[config.mk]
export PLATFORM = sky130hd
export DESIGN_NAME = fp_normalize_round_flat
export DESIGN_NICKNAME = d
export VERILOG_FILES = /design/src/rtl/fp_pkg.sv /design/src/rtl/fp_normalize_round_if.sv /design/src/rtl/fp_round_rne.sv /design/src/rtl/fp_normalize_round.sv /design/src/flat_wrapper.sv
export SDC_FILE = /design/constraint.sdc
export NUM_CORES = 1
export LEC_CHECK = 0
export BUFFER_PORTS_ARGS = -buffer_cell sky130_fd_sc_hd__buf_4
export CAP_MARGIN = 20
export CORE_MARGIN = 3
export CORE_UTILIZATION = 32
export DETAILED_ROUTE_END_ITERATION = 16
export HOLD_SLACK_MARGIN = 0.05
export PLACE_DENSITY_LB_ADDON = 0.25
export SLEW_MARGIN = 20
export SYNTH_ARGS = -nofsm -noshare
export SYNTH_HDL_FRONTEND = slang
export SYNTH_SLANG_ARGS = --single-unit
[constraint.sdc]
create_clock -name clk -period 6.25 [get_ports clk]
set_input_delay 1.25 -clock clk [delete_from_list [all_inputs] [get_ports clk]]
set_output_delay 1.25 -clock clk [all_outputs]
set_load 0.05 [all_outputs]
[src/rtl/fp_pkg.sv]
// Shared binary32 constants and state encoding for the floating-point
// adder datapath (normalize/round stage and the multiplier rounding path).
package fp_pkg;

   localparam int EXP_W  = 8;
   localparam int FRAC_W = 23;
   localparam int SIG_W  = 28;

   localparam logic [EXP_W-1:0] EXP_MAX = 8'hFF;

   // Bit positions inside the 28-bit working significand.
   localparam int CARRY  = 27;
   localparam int HIDDEN = 26;
   localparam int LSB    = 3;
   localparam int G      = 2;
   localparam int R      = 1;
   localparam int S      = 0;

   // Wide exponent used internally so that 254+1 or 255+1 does not wrap.
   localparam int EXP_IW = EXP_W + 1;

   typedef enum logic [2:0] {
      ST_IDLE  = 3'd0,
      ST_NORM  = 3'd1,
      ST_ROUND = 3'd2,
      ST_PACK  = 3'd3,
      ST_DONE  = 3'd4
   } state_t;

   // Assemble a binary32 word from its three fields.
   function automatic logic [31:0] pack_word(input logic             sign,
                                             input logic [EXP_W-1:0] exp,
                                             input logic [FRAC_W-1:0] frac);
      return {sign, exp, frac};
   endfunction

   // Signed zero with the given sign.
   function automatic logic [31:0] signed_zero(input logic sign);
      return {sign, 31'b0};
   endfunction

   // Signed infinity with the given sign.
   function automatic logic [31:0] signed_inf(input logic sign);
      return {sign, EXP_MAX, {FRAC_W{1'b0}}};
   endfunction

endpackage

[src/rtl/fp_normalize_round_if.sv]
// Request/result bundle between the adder control unit and the
// normalize-and-round stage. The master issues a raw sum, the slave
// returns the packed binary32 result with status flags.
interface fp_normalize_round_if;
   import fp_pkg::*;

   logic                 start;
   logic                 in_sign;
   logic [EXP_W-1:0]     in_exp;
   logic [SIG_W-1:0]     in_sig;
   logic                 busy;
   logic                 done;
   logic [31:0]          result;
   logic                 overflow;
   logic                 underflow;

   modport master (
      output start, in_sign, in_exp, in_sig,
      input  busy, done, result, overflow, underflow
   );

   modport slave (
      input  start, in_sign, in_exp, in_sig,
      output busy, done, result, overflow, underflow
   );

endinterface

[src/rtl/fp_round_rne.sv]
// Combinational round-to-nearest-even on a 28-bit working significand.
// Rounds at bit 3 using guard/round/sticky in bits [2:0], clears them,
// and reports whether the increment rippled into the carry position.
module fp_round_rne
   import fp_pkg::*;
(
   input  logic [SIG_W-1:0] sig_i,
   output logic [SIG_W-1:0] sig_o,
   output logic             carry_o
);

   logic                 round_up;
   logic [SIG_W-LSB-1:0] upper;

   // Increment the kept bits when above half, or exactly half with odd LSB.
   always_comb begin
      round_up = sig_i[G] & (sig_i[R] | sig_i[S] | sig_i[LSB]);
      upper    = sig_i[SIG_W-1:LSB] + {{(SIG_W-LSB-1){1'b0}}, round_up};
      sig_o    = {upper, 3'b000};
      carry_o  = upper[CARRY-LSB];
   end

endmodule

[src/rtl/fp_normalize_round.sv]
// Sequential normalize-and-round stage of the binary32 adder. Takes the
// raw signed-magnitude sum, shifts it to normalized form one bit per
// cycle, rounds to nearest-even (renormalizing on carry-out) and packs
// the result. Subnormal results are flushed to signed zero.
module fp_normalize_round
   import fp_pkg::*;
(
   input  logic                  clk,
   input  logic                  rst,
   fp_normalize_round_if.slave   bus
);

   state_t              state_q, state_d;
   logic                sign_q, sign_d;
   logic [EXP_IW-1:0]   exp_q, exp_d;
   logic [SIG_W-1:0]    sig_q, sig_d;
   logic [31:0]         result_q, result_d;
   logic                overflow_q, overflow_d;
   logic                underflow_q, underflow_d;
   logic                done_q;

   logic [SIG_W-1:0]    rnd_sig;
   logic                rnd_carry;

   fp_round_rne u_round (
      .sig_i   (sig_q),
      .sig_o   (rnd_sig),
      .carry_o (rnd_carry)
   );

   // State and datapath registers; done is a registered echo of DONE.
   always_ff @(posedge clk or posedge rst) begin
      if (rst) begin
         state_q     <= ST_IDLE;
         sign_q      <= 1'b0;
         exp_q       <= '0;
         sig_q       <= '0;
         result_q    <= '0;
         overflow_q  <= 1'b0;
         underflow_q <= 1'b0;
         done_q      <= 1'b0;
      end else begin
         state_q     <= state_d;
         sign_q      <= sign_d;
         exp_q       <= exp_d;
         sig_q       <= sig_d;
         result_q    <= result_d;
         overflow_q  <= overflow_d;
         underflow_q <= underflow_d;
         done_q      <= (state_q == ST_DONE);
      end
   end

   // Next-state and datapath update for each phase of the operation.
   always_comb begin
      state_d     = state_q;
      sign_d      = sign_q;
      exp_d       = exp_q;
      sig_d       = sig_q;
      result_d    = result_q;
      overflow_d  = overflow_q;
      underflow_d = underflow_q;

      case (state_q)
         ST_IDLE: begin
            if (bus.start) begin
               sign_d      = bus.in_sign;
               exp_d       = {1'b0, bus.in_exp};
               sig_d       = bus.in_sig;
               overflow_d  = 1'b0;
               underflow_d = 1'b0;
               state_d     = ST_NORM;
            end
         end

         ST_NORM: begin
            if (sig_q == '0) begin
               // Exact cancellation: signed zero, not an underflow.
               result_d    = signed_zero(sign_q);
               overflow_d  = 1'b0;
               underflow_d = 1'b0;
               state_d     = ST_DONE;
            end else if (sig_q[CARRY]) begin
               // Carry out of the adder: one right shift, fold the lost bit into sticky.
               sig_d   = {1'b0, sig_q[CARRY:2], sig_q[R] | sig_q[S]};
               exp_d   = exp_q + 9'd1;
               state_d = ST_ROUND;
            end else if (sig_q[HIDDEN]) begin
               state_d = ST_ROUND;
            end else if (exp_q <= 9'd1) begin
               // Another left shift would need a subnormal exponent: flush.
               result_d    = signed_zero(sign_q);
               underflow_d = 1'b1;
               state_d     = ST_DONE;
            end else begin
               sig_d = {sig_q[SIG_W-2:0], 1'b0};
               exp_d = exp_q - 9'd1;
            end
         end

         ST_ROUND: begin
            // A carry-out goes back through NORM for a single right shift;
            // guard is then zero so the following round cannot increment again.
            sig_d   = rnd_sig;
            state_d = rnd_carry ? ST_NORM : ST_PACK;
         end

         ST_PACK: begin
            if (exp_q >= {1'b0, EXP_MAX}) begin
               result_d   = signed_inf(sign_q);
               overflow_d = 1'b1;
            end else begin
               result_d = pack_word(sign_q, exp_q[EXP_W-1:0], sig_q[HIDDEN-1:LSB]);
            end
            state_d = ST_DONE;
         end

         ST_DONE: begin
            state_d = ST_IDLE;
         end

         default: begin
            state_d = ST_IDLE;
         end
      endcase
   end

   assign bus.busy      = (state_q != ST_IDLE);
   assign bus.done      = done_q;
   assign bus.result    = result_q;
   assign bus.overflow  = overflow_q;
   assign bus.underflow = underflow_q;

endmodule

[src/flat_wrapper.sv]
// flat-port wrapper written by rule: the top's interface ports become plain ports
module fp_normalize_round_flat import fp_pkg::*;
  (clk, rst, bus_start, bus_in_sign, bus_in_exp, bus_in_sig, bus_busy, bus_done, bus_result, bus_overflow, bus_underflow);
  fp_normalize_round_if bus_i ();
  input  logic clk;
  input  logic rst;
  input wire logic [$bits(bus_i.start)-1:0] bus_start;
  input wire logic [$bits(bus_i.in_sign)-1:0] bus_in_sign;
  input wire logic [$bits(bus_i.in_exp)-1:0] bus_in_exp;
  input wire logic [$bits(bus_i.in_sig)-1:0] bus_in_sig;
  output wire logic [$bits(bus_i.busy)-1:0] bus_busy;
  output wire logic [$bits(bus_i.done)-1:0] bus_done;
  output wire logic [$bits(bus_i.result)-1:0] bus_result;
  output wire logic [$bits(bus_i.overflow)-1:0] bus_overflow;
  output wire logic [$bits(bus_i.underflow)-1:0] bus_underflow;
  assign bus_i.start = bus_start;
  assign bus_i.in_sign = bus_in_sign;
  assign bus_i.in_exp = bus_in_exp;
  assign bus_i.in_sig = bus_in_sig;
  assign bus_busy = bus_i.busy;
  assign bus_done = bus_i.done;
  assign bus_result = bus_i.result;
  assign bus_overflow = bus_i.overflow;
  assign bus_underflow = bus_i.underflow;
  fp_normalize_round u_core (.clk(clk), .rst(rst), .bus(bus_i));
endmodule
# Word level (Yosys, flattened, before mapping)
# Cells that the tools add are included.
op_classes:
  mux: 34
  addsub: 3
  n_bitwise: 3
  order_cmp: 2
  n_eq_ne: 14
  reduce_logical: 15
ops:
  columns: ["cell", "n"]
  rows:
  - ["32-bit 2-to-1 mux", 4]
  - ["28-bit 2-to-1 mux", 4]
  - ["28-bit one-hot mux with 3 select lines", 1]
  - ["32-bit one-hot mux with 2 select lines", 1]
  - ["9-bit 2-to-1 mux", 5]
  - ["31-bit 2-to-1 mux", 1]
  - ["28-bit zero test", 1]
  - ["27-bit 2-to-1 mux", 1]
  - ["25-bit by 1-bit adder with 25-bit output", 1]
  - ["9-bit one-hot mux with 2 select lines", 1]
  - ["3-bit 2-to-1 mux", 5]
  - ["5-bit AND reduction", 3]
  - ["3-bit one-hot mux with 4 select lines", 1]
  - ["9-bit by 1-bit adder with 9-bit output, second input constant", 1]
  - ["9-bit by 8-bit >= comparator with 1-bit output, second input constant", 1]
  - ["9-bit by 1-bit <= comparator with 1-bit output, second input constant", 1]
  - ["3-bit nonzero test", 3]
  - ["9-bit by 1-bit subtractor with 9-bit output, second input constant", 1]
  - ["4-bit AND reduction", 2]
  - ["1-bit 2-to-1 mux", 7]
  - ["3-bit by 2-bit == test with 1-bit output, second input constant", 2]
  - ["3-bit by 2-bit != test with 1-bit output, second input constant", 2]
  - ["3-bit != test, second input constant", 2]
  - ["5-bit by 1-bit != test with 1-bit output, second input constant", 1]
  - ["14 further kinds", 19]
word_totals:
  in_bits: 40
  register_bits: 76
  elab_cells: 80

# Depth between registers and ports, before layout
# Gate-level depths: netlist (run 1).
depth:
  depth_word: 6
  depth_mapped: 10
  mapped_depth_nobuf: 9

# Modules after synthesis
# Synthesis (run 1) repeated with hierarchy kept, for this count alone.
unflattened:
  cells_unflattened: 425
  area_unflattened_um2: 4540.6
modules_own_cells:
  columns: ["mod", "cells_each", "area_each_um2", "seq_area_each_um2", "n_inst"]
  rows:
  - ["fp_normalize_round", 352, 4023.9, 1901.8, 1]
  - ["fp_round_rne", 73, 516.7, 0.0, 1]

# Worst setup path before layout (run 1)
# Ideal clock, no wire load.
synth_path:
  path_kind: "input to register"
  from: "input port bus_start"
  to: "register u_core.sig_q[19]"
  setup_ns: 0.069
  stages: 8
  t_arrival_ns: 2.419
  slack_ns: 3.762
  path_cell_list: "nor3_1 -> a211oi_1 -> o21ai_1 -> or2_1 -> buf_4 -> buf_6 -> or2_2 -> nand3_1"
synth_between:
  elab_chain_cells: 2
synth_rtl:
  columns: ["element", "line_no", "text"]
  rows:
  - ["start: declaration", "flat_wrapper.sv:7", "input wire logic [$bits(bus_i.start)-1:0] bus_start;"]
  - ["2-bit != test (no line)", null, null]
  - ["5-bit AND reduction (no line)", null, null]
  - ["end signal: assignment", "fp_normalize_round.sv:46", "sig_q <= sig_d;"]
  - ["end: declaration", "fp_normalize_round.sv:16", "logic [SIG_W-1:0] sig_q, sig_d;"]
# Every way passes these cells.
# A chain may end at the register's enable or synchronous reset.

# Worst setup path in the final report (run 1)
layout_path:
  from: "register u_core.state_q[1]"
  to: "output port bus_busy"
layout_between:
  elab_chain_cells: 1
layout_rtl:
  columns: ["element", "line_no", "text"]
  rows:
  - ["start: declaration", "fp_normalize_round.sv:13", "state_t state_q, state_d;"]
  - ["start signal: assignment", "fp_normalize_round.sv:43", "state_q <= state_d;"]
  - ["3-bit nonzero test", "fp_normalize_round.sv:128", "assign bus.busy = (state_q != ST_IDLE);"]
  - ["end: declaration", "flat_wrapper.sv:11", "output wire logic [$bits(bus_i.busy)-1:0] bus_busy;"]
# Every way passes these cells.

==> results of run 1 <==
synthesized netlist by cell type, types with 5 or more instances:
library cell / instances
buf_2: 27
clkbuf_1: 15
a21oi_1: 23
nor4_1: 7
nor2_1: 37
and3_1: 7
nor3_1: 11
nand3_1: 17
a22o_1: 27
a222oi_1: 15
nand4_1: 7
inv_1: 13
a31oi_1: 8
a211oi_1: 6
a22oi_1: 5
ha_1: 5
dfrtp_1: 76
o21ai_0: 70
a221oi_1: 5
nand2_1: 41
metal layers:
| metal | vias up | global-route usage | part of all wire |
|---|---|---|---|
| met5 | - | 0 | 0 |
| met4 | 0 | 0.0516 | 0.012 |
| met3 | 11 | 0.0309 | 0.059 |
| met2 | 153 | 0.234 | 0.44 |
| met1 | 1973 | 0.243 | 0.49 |
| li1 | 1976 | - | - |
sequential cells by signal (all words and copies together) (netlist names):
signal,cells
u_core.bus.result,32
u_core.sig_q,28
u_core.exp_q,9
u_core.state_q,3
u_core.bus.done,1
u_core.bus.overflow,1
u_core.bus.underflow,1
u_core.sign_q,1
worst register-to-register path, stage by stage, from the launching register on:
cell       delay (ns)
dfrtp_1          0.49
inv_1            0.13
ha_1             0.23
o2111ai_4        0.26
nor3_1           0.14
o31ai_4          0.69
buf_4            0.36
mux2_2           0.36
metrics by stage:
stage,hold slack [ns],cell area (um2),power (W),std cells,setup WS (ns)
floorplan,0.475,4500,0.00232,502,3.06
global placement,0.470,5060,0.00270,705,3.47
detailed placement,0.477,5060,0.00272,705,3.42
CTS,0.493,5350,0.00324,720,3.44
global route,0.522,5350,0.00347,720,3.27
finish,0.486,5350,0.00323,720,3.45
power breakdown:
part / leakage [nW] / switching [W] / internal, W / total (W)
combinational: 1.19 / 0.00103 / 0.000614 / 0.00164
clock: 0.136 / 0.000197 / 0.000307 / 0.000505
sequential: 0.960 / 0.000367 / 0.000714 / 0.00108
cell families after synthesis:
family	count (synthesis)	share of synthesized area
DFF	76	0.423
xor gates and xnor gates	3	0.00584
and+or+nand+nor	150	0.168
buffers and inverters	66	0.0710
adders and majority gates	5	0.0139
muxes	4	0.0100
AOI/OAI and AO/OA	198	0.308
final cells by class:
| type | instances | area share |
|---|---|---|
| Tap cell | 176 | 0.0412 |
| Sequential cell | 76 | 0.356 |
| Inverter | 13 | 0.00913 |
| Clock inverter | 4 | 0.00960 |
| Timing Repair Buffer | 80 | 0.112 |
| Multi-Input combinational cell | 360 | 0.428 |
| Clock buffer | 11 | 0.0435 |
path summary, 6_finish.rpt:
path	to	slack, ns
worst min register to register	u_core.bus.result[27]	0.49
worst max register to register	u_core.bus.result[31]	3.47
max in group asynchronous	u_core.sig_q[7]	4.13
worst max-delay path	bus_busy	3.45
min in group asynchronous	u_core.exp_q[4]	1.09
worst min-delay path	u_core.bus.result[27]	0.49
==> metrics, run 1 <==
CTS tree=yes; flops & latches, synth=76; GRT Total Usage=0.162; library cells used by synthesis=64; Max Cap Viol=0; multi-input logic area=0.00229 mm2; sequential-to-total area share from yosys stat=0.423; Setup Buffers After CTS=0; Worst Hold Class=flop to flop; Slowest cell on crit path=dfrtp_1; initial core utilization=0.333; post-DP HPWL=8540 um; fin crit period=2.80 ns; CP top delay family=flip-flops; post-layout util=0.396; worst endpoint required time=5.00 ns; crit path kind=flop to primary output; register area=0.00190 mm2; post-synth top area cell=dfrtp_1; R2R Path Start=u_core.exp_q[1]; deepest level of the CTS H-tree=3; ys flop type=dfrtp_1; violation count after the first detailed-route iteration=422; pwr dens=604 mW/mm2; clk buf depth=2; Crit Path Max Fanout=13; die height=125 um; max incr delay on CP=0.55 ns; overall routed net length=12800 um; DIE WIDTH=125 um; ANT cells=0; outcome=completed; vias per cell=5.71; Rel. slew slack=0.243; most frequent cells in the layout=buf_4 (80), dfrtp_1 (76), o21ai_0 (70); Synth area leaders=dfrtp_1 (42%), o21ai_0 (7.8%), a22o_1 (5.3%); Die Area=0.0155 mm2; # setup viols final=0; CP startpoint=u_core.state_q[1]; sum of negative setup slack=0 ns; startpoint types=flop; number of global-route vias before repair=3858; CP Capture Type=primary output; GPL Wtd Cong=0.869; hold buffers post-CTS=0; initial antenna violation count=0; Synth Cell Area=0.00450 mm2; Max IR drop VDD=0.000276 V; Fill cells=1345; Syn Nets=547; TritonCTS buffer count=9; Reg clk slew, reported paths=0.06 ns; Port-buffer cells=75; count of final hold-check violations=0; Worst Skew=0.00956 ns; Area Growth Syn to Fin=18.9%; largest net degree at the start of global routing=52; clock latency on the worst-skew pair=0.33 ns; Core ar.=0.0135 mm2; Clk Tree Root Cell=clkbuf_16; ys async rst share=1.00; DR WL/cell=17.7 um; Clock Sinks=76; RSZ-0062 raised after global routing=false; hold path start=u_core.bus.result[27]; Worst-Margin Slew=1.14 ns; period utilisation layout=0.448; ANT nets after route=0; YS warnings=0; Post-route DRC=0; Post-Syn Instances=502; FF-to-FF path depth=7; num ports=76; first-pass GRT wire length=20700 um; Gates resized, CTS repair=0; First-pass DRT Iterations=6; Slew Viols, Final=0; fraction of layout cells with a size suffix above 1=0.213; CP Cell Sequence=or3_1 > buf_4; GRT overflow=0; most common cell after layout, fill and taps aside=buf_4; Final #Nets=585; Synth top area share=0.423; leakage=2.29 nW; routed vias=4113; hold depth=2; synthesized area per cell=8.96 um2; Post-synth EDFFs=0; Crit. path cell count=2; Critical Path AT=1.55 ns; fmax=0.357 GHz; FP Rows=42; critical path buffer and inverter count=1
(Power assumes the default switching activity.)
==> run 2: changes to the inputs <==
- clock period: 6.25 -> 2.3 ns (I/O delays scaled with it)
==> metrics, run 2 (synthesis gave the netlist of run 1 again) <==
CP Cell Sequence=ha_1 > o2111ai_4 > buf_4 > a211oi_2 > a211o_2 > or4_1 > nand2_1; Reg clk slew, reported paths=0.06 ns; reg2reg end=u_core.exp_q[8]; violation count after the first detailed-route iteration=592; sum of negative setup slack=0 ns; Area Growth Syn to Fin=31.6%; GR Util met1=0.258; GRT Total Usage=0.182; Cell Count, Final, Fillers Out=780; vias per cell=5.74; largest net degree at the start of global routing=29; fraction of layout cells with a size suffix above 1=0.300; clk buf depth=2; leakage=2.63 nW; die height=125 um; Core ar.=0.0135 mm2; GRT overflow=0; max incr delay on CP=0.51 ns; gr busiest metal=met2; Port-buffer cells=75; GR Util met3=0.0395; Max Cap Viol=0; placed instance count=764; initial antenna violation count=0; ANT nets after route=0; RSZ-0062 raised after global routing=false; Reg power frac=0.256; outcome=completed; TritonCTS buffer count=9; worst endpoint required time=2.58 ns; period utilisation layout=0.931; Slowest cell on crit path=or4_1; Rel. slew slack=0.544; CTS tree=yes; R2R Setup Slk=0.16 ns; Worst-Margin Slew=0.683 ns; initial core utilization=0.333; Max IR drop VDD=0.000854 V; Critical Path AT=2.42 ns; fin crit period=2.14 ns; ANT cells=0; FF-to-FF path depth=7; switch share=0.465; Post-route DRC=0; number of global-route vias before repair=4371; count of final hold-check violations=0; Clock Sinks=76; fmax=0.467 GHz; Clock power frac=0.170; DR WL/cell=18.0 um; Int Power=0.00528 W; most common cell after layout, fill and taps aside=buf_4; max FFs per register=32; Die Area=0.0155 mm2; overall routed net length=14000 um; grt met2 use=0.270; routed vias=4479; FP Rows=42; # setup viols final=0; First-pass DRT Iterations=8; GPL Wtd Cong=0.851; CP Capture Type=flop; Gates resized, CTS repair=0; deepest level of the CTS H-tree=3; Worst Skew=0.00928 ns; post-DP HPWL=10000 um; first-pass GRT wire length=22900 um; Crit Path Max Fanout=4; Worst Hold Class=input port to asynchronous set/reset pin; hold buffers post-CTS=0; Setup Buffers After CTS=0; Clk Tree Root Cell=clkbuf_16; DIE WIDTH=125 um; crit path kind=flop to flop; most frequent cells in the layout=buf_4 (135), dfrtp_1 (76), o21ai_0 (70); pwr dens=1670 mW/mm2; clock latency on the worst-skew pair=0.35 ns; R2R Path Start=u_core.exp_q[0]; Slew Viols, Final=0; num ports=76; NetSw=0.00460 W; startpoint types=flop; Gate power share=0.574; Final #Nets=644
run 2: cell count changes in the layout (fill, tap and decap cells not counted), moves of 2 or more:
| cell | before | now |
|---|---|---|
| clkbuf_1 | 2 | 0 |
| buf_12 | 0 | 4 |
| buf_4 | 80 | 135 |
| bufinv_16 | 1 | 3 |
run 2: metrics by stage:
step	hold slack [ns]	util	cell area [um2]	worst slack, ns	total power, W
2_1_floorplan	0.475	-	4500	0.0110	0.00631
3_3_place_gp	0.470	0.411	5550	0.116	0.00804
3_5_place_dp	0.478	0.411	5550	0.0474	0.00814
4_1_cts	0.237	0.437	5900	0.0519	0.00986
5_1_grt	0.260	0.438	5920	0.0182	0.0106
6_report	0.211	0.438	5920	0.159	0.00988
run 2: how the worst max path moves through the flow:
stage                    startpoint               endpoint  slack (ns)
detailed placement  u_core.exp_q[7]  u_core.bus.result[10]        0.05
CTS                 u_core.exp_q[7]  u_core.bus.result[21]        0.05
finish              u_core.exp_q[0]        u_core.exp_q[8]        0.16
global route        u_core.sig_q[2]       u_core.sig_q[25]        0.02
global placement    u_core.exp_q[7]   u_core.bus.result[9]        0.12
floorplan           u_core.exp_q[5]    u_core.bus.overflow        0.01
run 2: worst max-delay path: cells and delay by family, from the launching register on:
| family | cells | cell delay (ns) |
|---|---|---|
| AO/OA/AOI/OAI | 3 | 0.64 |
| AND/OR/NAND/NOR | 2 | 0.60 |
| flip-flops | 1 | 0.42 |
| adder cells (fa/ha/maj) | 1 | 0.25 |
| buffers and inverters | 1 | 0.16 |
run 2: power by group through the flow:
| stage | Sequential, W | Clock (W) | Combinational (W) |
|---|---|---|---|
| floorplan | 0.00315 | 0 | 0.00315 |
| global placement | 0.00253 | 0 | 0.00551 |
| detailed placement | 0.00253 | 0 | 0.00561 |
| CTS | 0.00252 | 0.00171 | 0.00563 |
| global route | 0.00263 | 0.00176 | 0.00618 |
| finish | 0.00253 | 0.00168 | 0.00567 |
run 2: metal layers:
layer  up-vias  wire [um]
met5         -          0
met4         0        276
met3        24        976
met2       171       6310
met1      2197       6460
li1       2087          -
run 2: cell type report:
type	count	area (um2)
Clock inverter	6	111
Timing Repair Buffer	139	1090
Fill cell	1300	7590
Tap cell	176	220
Multi-Input combinational cell	360	2300
Sequential cell	76	1900
Inverter	13	52.6
Clock buffer	10	239
